File: src/rtl/if_id_pkg.sv
// Shared IF/ID definitions: occupancy state encoding and default field geometry,
// also used by the ID decoder so both sides agree on where fields sit.
package if_id_pkg;

    typedef enum logic [1:0] {
        EMPTY = 2'd0,
        HALF  = 2'd1,
        FULL  = 2'd2
    } occ_state_e;

    localparam int DEF_INSTR_W = 32;
    localparam int DEF_PC_W    = 4;
    localparam int DEF_REG_W   = 5;
    localparam int DEF_RS_LSB  = 25;
    localparam int DEF_RT_LSB  = 20;
    localparam int DEF_RD_LSB  = 15;
    localparam int DEF_IMM_W   = 16;
    localparam int DEF_IMM_LSB = 4;
    localparam int DEF_DROP_W  = 8;

endpackage

File: src/rtl/pipe_entry_reg.sv
// One pipeline entry: data register plus valid flop. Clear beats load and
// zeroes the data so an invalidated entry presents an all-zero bubble.
module pipe_entry_reg #(
    parameter int DATA_W = 36
) (
    input  logic              clk,
    input  logic              reset,
    input  logic              load,
    input  logic              clear,
    input  logic [DATA_W-1:0] d,
    output logic              valid,
    output logic [DATA_W-1:0] q
);

    always_ff @(posedge clk or negedge reset) begin
        if (!reset) begin
            valid <= 1'b0;
            q     <= '0;
        end else if (clear) begin
            valid <= 1'b0;
            q     <= '0;
        end else if (load) begin
            valid <= 1'b1;
            q     <= d;
        end
    end

endmodule

File: src/rtl/if_id_skid_stage.sv
// IF->ID elastic stage with a main entry driving ID and a skid entry that absorbs
// the one instruction in flight when ID stalls; in_ready never depends on out_ready.
module if_id_skid_stage
    import if_id_pkg::*;
#(
    parameter int INSTR_W = DEF_INSTR_W,
    parameter int PC_W    = DEF_PC_W,
    parameter int REG_W   = DEF_REG_W,
    parameter int RS_LSB  = DEF_RS_LSB,
    parameter int RT_LSB  = DEF_RT_LSB,
    parameter int RD_LSB  = DEF_RD_LSB,
    parameter int IMM_W   = DEF_IMM_W,
    parameter int IMM_LSB = DEF_IMM_LSB,
    parameter int DROP_W  = DEF_DROP_W
) (
    input  logic               clk,
    input  logic               reset,
    input  logic               flush,
    input  logic               in_valid,
    output logic               in_ready,
    input  logic [INSTR_W-1:0] in_instr,
    input  logic [PC_W-1:0]    in_pc,
    output logic               out_valid,
    input  logic               out_ready,
    output logic [INSTR_W-1:0] out_instr,
    output logic [PC_W-1:0]    out_pc,
    output logic [REG_W-1:0]   out_rs,
    output logic [REG_W-1:0]   out_rt,
    output logic [REG_W-1:0]   out_rd,
    output logic [IMM_W-1:0]   out_imm,
    output logic [1:0]         occupancy,
    output logic [DROP_W-1:0]  drop_count
);

    localparam int ENTRY_W = INSTR_W + PC_W;

    if ((RS_LSB + REG_W > INSTR_W) || (RT_LSB + REG_W > INSTR_W) ||
        (RD_LSB + REG_W > INSTR_W) || (IMM_LSB + IMM_W > INSTR_W)) begin : g_bad_slice
        $error("if_id_skid_stage: decoded field slice exceeds INSTR_W");
    end

    occ_state_e         state;
    logic               push, pop;
    logic               main_load, main_clear, skid_load, skid_clear;
    logic [ENTRY_W-1:0] in_entry, main_d, main_q, skid_q;
    logic               main_valid, skid_valid;
    logic [DROP_W:0]    drop_sum;

    assign in_entry  = {in_instr, in_pc};
    assign push      = in_valid & in_ready;
    assign pop       = out_valid & out_ready;
    // The skid valid bit is itself a flop, so ready is registered by construction.
    assign in_ready  = ~skid_valid;
    assign out_valid = main_valid;
    assign occupancy = state;

    always_comb begin
        main_load  = 1'b0;
        main_clear = 1'b0;
        skid_load  = 1'b0;
        skid_clear = 1'b0;
        main_d     = in_entry;
        if (flush) begin
            main_clear = 1'b1;
            skid_clear = 1'b1;
        end else begin
            unique case (state)
                EMPTY: main_load = push;
                HALF: begin
                    if (push && pop) main_load = 1'b1;
                    else if (push)   skid_load = 1'b1;
                    else if (pop)    main_clear = 1'b1;
                end
                FULL: begin
                    if (pop) begin
                        main_load  = 1'b1;
                        main_d     = skid_q;
                        skid_clear = 1'b1;
                    end
                end
                default: ;
            endcase
        end
    end

    pipe_entry_reg #(.DATA_W(ENTRY_W)) u_main (
        .clk   (clk),
        .reset (reset),
        .load  (main_load),
        .clear (main_clear),
        .d     (main_d),
        .valid (main_valid),
        .q     (main_q)
    );

    pipe_entry_reg #(.DATA_W(ENTRY_W)) u_skid (
        .clk   (clk),
        .reset (reset),
        .load  (skid_load),
        .clear (skid_clear),
        .d     (in_entry),
        .valid (skid_valid),
        .q     (skid_q)
    );

    assign drop_sum = {1'b0, drop_count} + {{(DROP_W-1){1'b0}}, occupancy};

    always_ff @(posedge clk or negedge reset) begin
        if (!reset) begin
            state      <= EMPTY;
            drop_count <= '0;
        end else if (flush) begin
            state      <= EMPTY;
            drop_count <= drop_sum[DROP_W] ? '1 : drop_sum[DROP_W-1:0];
        end else begin
            unique case (state)
                EMPTY: if (push) state <= HALF;
                HALF: begin
                    if (push && !pop)      state <= FULL;
                    else if (pop && !push) state <= EMPTY;
                end
                FULL: if (pop) state <= HALF;
                default: state <= EMPTY;
            endcase
        end
    end

    assign out_instr = main_q[ENTRY_W-1:PC_W];
    assign out_pc    = main_q[PC_W-1:0];
    assign out_rs    = out_instr[RS_LSB +: REG_W];
    assign out_rt    = out_instr[RT_LSB +: REG_W];
    assign out_rd    = out_instr[RD_LSB +: REG_W];
    assign out_imm   = out_instr[IMM_LSB +: IMM_W];

endmodule
File: config.mk
export PLATFORM = sky130hd
export DESIGN_NAME = if_id_skid_stage
export DESIGN_NICKNAME = d
export VERILOG_FILES = /design/src/rtl/if_id_pkg.sv /design/src/rtl/pipe_entry_reg.sv /design/src/rtl/if_id_skid_stage.sv
export SDC_FILE = /design/constraint.sdc
export NUM_CORES = 1
export LEC_CHECK = 0
export CORE_MARGIN = 3
export CORE_UTILIZATION = 50
export DETAILED_ROUTE_END_ITERATION = 16
export HOLD_SLACK_MARGIN = 0.08
export PLACE_DENSITY = 0.82
export SLEW_MARGIN = 20
export SYNTH_ARGS = -nofsm -noshare
export SYNTH_HDL_FRONTEND = slang
export SYNTH_HIERARCHICAL = 1
export SYNTH_SLANG_ARGS = --single-unit
export TNS_END_PERCENT = 100
File: constraint.sdc
create_clock -name clk -period 4.25 [get_ports clk]
set_input_delay 0.85 -clock clk [delete_from_list [all_inputs] [get_ports clk]]
set_output_delay 0.85 -clock clk [all_outputs]
set_load 0.02 [all_outputs]
== Word-level counts from Yosys, hierarchy flattened ==
Cells that the tools add are included.

* Flip-flop bits (word level): 84

* Equality and inequality tests: 5
* Reductions and logical operators: 9
* Mux-type cells: 32
* Bitwise logic cells: 3
* Add/subtract/negate cells: 1

{| class="wikitable"
|+ Operators with widths
! cell !! number
|-
| $mux 36 || 7
|-
| $mux 1 || 17
|-
| $mux 2 || 5
|-
| $add 8x2->9 || 1
|-
| $mux 8 || 1
|-
| $ne 3x3->1 const B || 2
|-
| $pmux 2 s3 || 1
|-
| $ne 4x4->1 const B || 1
|-
| $reduce_bool 2->1 || 2
|-
| $logic_and 1x1->1 || 3
|-
| $pmux 1 s3 || 1
|-
| $reduce_and 3->1 || 1
|-
| $and 1x1->1 || 2
|-
| $eq 2x1->1 const B || 1
|-
| $eq 2x2->1 const B || 1
|-
| $logic_not 1->1 || 2
|-
| $logic_not 2->1 || 1
|-
| $not 1->1 || 1
|}

== Logic depth before layout (Yosys ltp) ==
* Word-level depth: 8
* Depth in mapped cells: 7
* Gate-level depth less buffers: 6

== Hierarchy ==
Netlist, hierarchy kept.

{| class="wikitable"
|+ Modules (own cells, without submodules)
! module !! area an instance (µm²) !! cells an instance !! times used !! seq. area each (µm²)
|-
| pipe_entry_reg || 1,519.0 || 119 || 2 || 925.9
|-
| if_id_skid_stage || 1,451.4 || 137 || 1 || 250.2
|}

== Worst setup path before layout ==
No wires, ideal clock.

* Kind: input to register
* From: input out_ready
* To: register u_main.q[19]
* Buffers on the path: 2
* Slack: 2.182 ns
* Required time: 4.118 ns
* Data arrival time: 1.936 ns
* Setup time: 0.132 ns
* Stages: 7
* Cell sequence: nand2_1 > a211o_1 > a21oi_1 > buf_6 > buf_12 > mux2i_1 > nor2_1

* Elaborated cells on any way between the ends: 16

{| class="wikitable"
|+ RTL lines
! what !! line !! text
|-
| start: declaration || if_id_skid_stage.sv:24 || <nowiki>input logic out_ready,</nowiki>
|-
| $and 1x1->1 (*) || if_id_skid_stage.sv:51 || <nowiki>assign pop = out_valid & out_ready;</nowiki>
|-
| $logic_and 1x1->1 || if_id_skid_stage.sv:70 || <nowiki>if (push && pop) main_load = 1'b1;</nowiki>
|-
| $mux 1 || if_id_skid_stage.sv:70 ||
|-
| $pmux 1 s3 (*) || if_id_skid_stage.sv:67 || <nowiki>unique case (state)</nowiki>
|-
| $mux 1 (*) || if_id_skid_stage.sv:63 || <nowiki>if (flush) begin</nowiki>
|-
| net main_load || if_id_skid_stage.sv:44 || <nowiki>logic main_load, main_clear, skid_load, skid_clear;</nowiki>
|-
| $reduce_bool 2->1 (no source line) (*) || n/a ||
|-
| end signal: assignment || pipe_entry_reg.sv:18 || <nowiki>q <= '0;</nowiki>
|-
| end signal: assignment || pipe_entry_reg.sv:21 || <nowiki>q <= '0;</nowiki>
|-
| end signal: assignment || pipe_entry_reg.sv:24 || <nowiki>q <= d;</nowiki>
|-
| end: declaration || pipe_entry_reg.sv:12 || <nowiki>output logic [DATA_W-1:0] q</nowiki>
|}

The timed path passes the listed nets; every way through them passes the cells marked *. The select of a mux whose other input is x is not followed.
A chain may end at the register's enable or synchronous reset.

== Worst setup path in the final report ==
* From: input flush
* To: register u_main.q[3]

* Word-level cells in the longest chain between the ends: 3
* Elaborated cells on any way between the ends: 6

{| class="wikitable"
|+ Ends and longest elaborated chain
! what !! line !! text
|-
| start: declaration || if_id_skid_stage.sv:18 || <nowiki>input logic flush,</nowiki>
|-
| $mux 36 || if_id_skid_stage.sv:63 ||
|-
| net main_d[3] || if_id_skid_stage.sv:45 || <nowiki>logic [ENTRY_W-1:0] in_entry, main_d, main_q, skid_q;</nowiki>
|-
| $mux 36 || pipe_entry_reg.sv:22 || <nowiki>end else if (load) begin</nowiki>
|-
| $mux 36 || pipe_entry_reg.sv:19 || <nowiki>end else if (clear) begin</nowiki>
|}

The timed path passes the listed nets, and every way through them passes these cells. The select of a mux whose other input is x is not followed.

==> flow_metrics.tcl <==
set metrics [dict create \
    status "finished, final reports clean" \
    slowest_stage "nor2_8" \
    ys.flop_type "dfrtp_1" \
    globalRouteMet3Util_pct 3.11 \
    htreeDepth 3 \
    clock.fmax_ghz 0.351 \
    ys_types 34 \
    io_pins 120 \
    final_nets 503 \
    final_antenna_net_count 0 \
    power.density_nw_per_um2 349 \
    syn_avg_cell_area_um2 12.0 \
    utilization_pct 65.9 \
    wl_per_cell_um 15.9 \
    clk_latency_ns 0.33 \
    drc_errors 0 \
    cts_tree "yes" \
    critPathLaunchType "input pin" \
    wl_um 9020 \
    postSynthCellCount 375 \
    syn_area_um2 4490 \
    cts_sinks 84 \
    met1_usage_pct 23.8 \
    synth_area_leaders "dfrtp_1 47%, mux2i_1 16%, mux2_4 10%, nor2_1 6.4%, buf_4 5.2%" \
    required_ns 4.43 \
    pre_cts_ws_ns 1.02 \
    total_leakage_power_nw 2.44 \
    path_buf_inv 1 \
    cts_root_buf "clkbuf_8" \
    hold_slack_ns 0.525 \
    viasPerCell 5.20 \
    antenna_found_initial 0 \
    io_buffer_count 119 \
    holdCritPathClass "reg -> reg" \
    num_vias 2958 \
    fin_tns_setup_ns 0 \
    cp_slowest_stage_delay_ns 0.82 \
    fp.dieW_um 101 \
    synth_seq_cells 84 \
    numCtsBuffers 9 \
    tightest_slew_ns 0.840 \
    grt_max_degree 85 \
    final-hold-violation-count 0 \
    drtIter0Drc 92 \
    ys_async_sr_fraction_pct 100 \
    grt_pass1_wl_um 15100 \
    crit_type "in -> reg" \
    cts_hold_buf 0 \
    drive_gt1_share_pct 13.4 \
    core_um2 8460 \
    start_util_pct 53.0 \
    p_total_mw 1.95 \
    setup_viol 0 \
    yosysTopAreaCell "dfrtp_1" \
    postCtsSetupBuffers 0 \
    synth_top_area_share_pct 46.8 \
    gr-usage-met2_pct 31.9 \
    busiest_layer "met2" \
    grt_setup_unrepaired "no" \
    antennaDiodeCount 0 \
    arrival_ns 3.03 \
    slew_headroom_pct 44.0 \
    clkTransAtPathRegs_ns 0.08 \
    critical-path-top-delay-family "simple AND/OR/NAND/NOR gates" \
    fin_ws_ns 1.40 \
    place_congestion 0.793 \
    yosysMostFrequentCell "dfrtp_1" \
    drv_slew 0 \
    final.period_utilization_pct 67.0 \
    rows 33 \
    cts.repair.resized 0 \
    detailed_place_hpwl_um 6170 \
    maxCapViolCount 0 \
    synth_top_cells_by_count "84 x dfrtp_1, 76 x nor2_1, 74 x mux2i_1, 31 x buf_4, 30 x mux2_4" \
    syn_nets 419 \
    yosysWarnings 6 \
    overflow 0 \
    fin_skew_ns 0.0101 \
    min_period_ns 2.85 \
    path_max_fanout 36 \
    yosysSeqAreaShare_pct 46.8 \
    synth-edff-count 0 \
    die_area_um2 10200 \
    peakVddDrop_v 0.000267 \
    die_h_um 101 \
    end_kind "flip-flop" \
    grtUsageTotal_pct 18.5 \
    grt_pass1_vias 3049 \
    cts_buffer_depth 2 \
    cp_cell_sequence "clkdlybuf4s50_1 -> nor2_8 -> mux2_2 -> mux2i_1 -> nor2_1" \
    drt_pre_antenna_iters 4 \
    area_growth_pct 24.2 \
]
==> per-stage QoR <==
step,instances,instance area [um^2]
6_report,569,5580
5_1_grt,569,5580
4_1_cts,569,5570
3_5_place_dp,553,5390
3_3_place_gp,553,5390
2_1_floorplan,375,4490
==> registers in the layout, summed over array words and instances, names as in the netlist <==
signal        count
u_main/q         36
u_skid/q         36
drop_count        8
occupancy         2
u_main/valid      1
u_skid/valid      1
==> cell usage in the layout (no fill, tap or decap), types with 2 or more instances in the layout <==
cell,synthesis,routed
o21ai_0,3,3
nor3_1,2,2
nand4_1,3,3
nor2_1,76,76
mux2_2,7,7
nand3_1,3,3
mux2_4,30,30
clkinvlp_4,0,2
clkdlybuf4s50_1,0,118
dfrtp_1,84,84
clkbuf_1,1,3
buf_4,31,6
a31oi_1,5,5
clkbuf_8,0,9
ha_1,2,2
inv_1,7,7
a21oi_1,6,5
nand2_1,6,6
mux2i_1,74,74
or2b_1,2,2
==> cell type report <==
| cell class | instances | area, um^2 |
|---|---|---|
| repair buffers | 125 | 1240 |
| multi-input cells | 232 | 1900 |
| clock inverters | 4 | 50.0 |
| clock buffers | 12 | 135 |
| well taps | 105 | 131 |
| fillers | 654 | 2890 |
| inverters | 7 | 26.3 |
| flip-flops and latches | 84 | 2100 |
==> where the power goes <==
group          internal, mW  switching [mW]
clock network         0.272           0.274
logic                 0.241           0.242
registers             0.856          0.0618
==> cells by family (layout without fill, tap and decap cells) <==
| family | Yosys count | count (layout) | synth area share (%) |
|---|---|---|---|
| muxes | 111 | 111 | 28.3 |
| and+or+nand+nor | 101 | 101 | 10.3 |
| DFF | 84 | 84 | 46.8 |
| buffers and inverters | 59 | 148 | 11.3 |
| AOI/OAI and AO/OA | 17 | 17 | 2.31 |
| adders and majority gates | 3 | 3 | 1.00 |
==> routing by layer <==
layer | share of wire [%] | up-vias
li1 | - | 1407
met1 | 42 | 1467
met2 | 52 | 78
met3 | 4.8 | 6
met4 | 0.85 | 0
met5 | 0 | -
==> final timing paths <==
path	slack, ns	cells after the start	end	startpoint
setup / recovery	1.40	5	u_main/q[3]$_DFFE_PN0P_	flush
hold / removal	0.52	2	u_skid/q[15]$_DFFE_PN0P_	u_skid/q[15]$_DFFE_PN0P_
setup reg to reg	2.09	5	u_main/q[3]$_DFFE_PN0P_	occupancy[0]$_DFFE_PN0P_
hold reg to reg	0.52	2	u_skid/q[15]$_DFFE_PN0P_	u_skid/q[15]$_DFFE_PN0P_
max in group asynchronous	3.17	1	u_main/q[15]$_DFFE_PN0P_	reset
min in group asynchronous	0.55	1	u_main/q[7]$_DFFE_PN0P_	reset
==> worst reg2reg max path, cell delays in order, from the launching register on <==
cell	delay [ns]
dfrtp_1	0.45
nand4b_4	0.27
nor2_8	0.68
mux2_2	0.42
mux2i_1	0.14
nor2_1	0.05
Note: power is estimated with default switching activity, not from simulation.
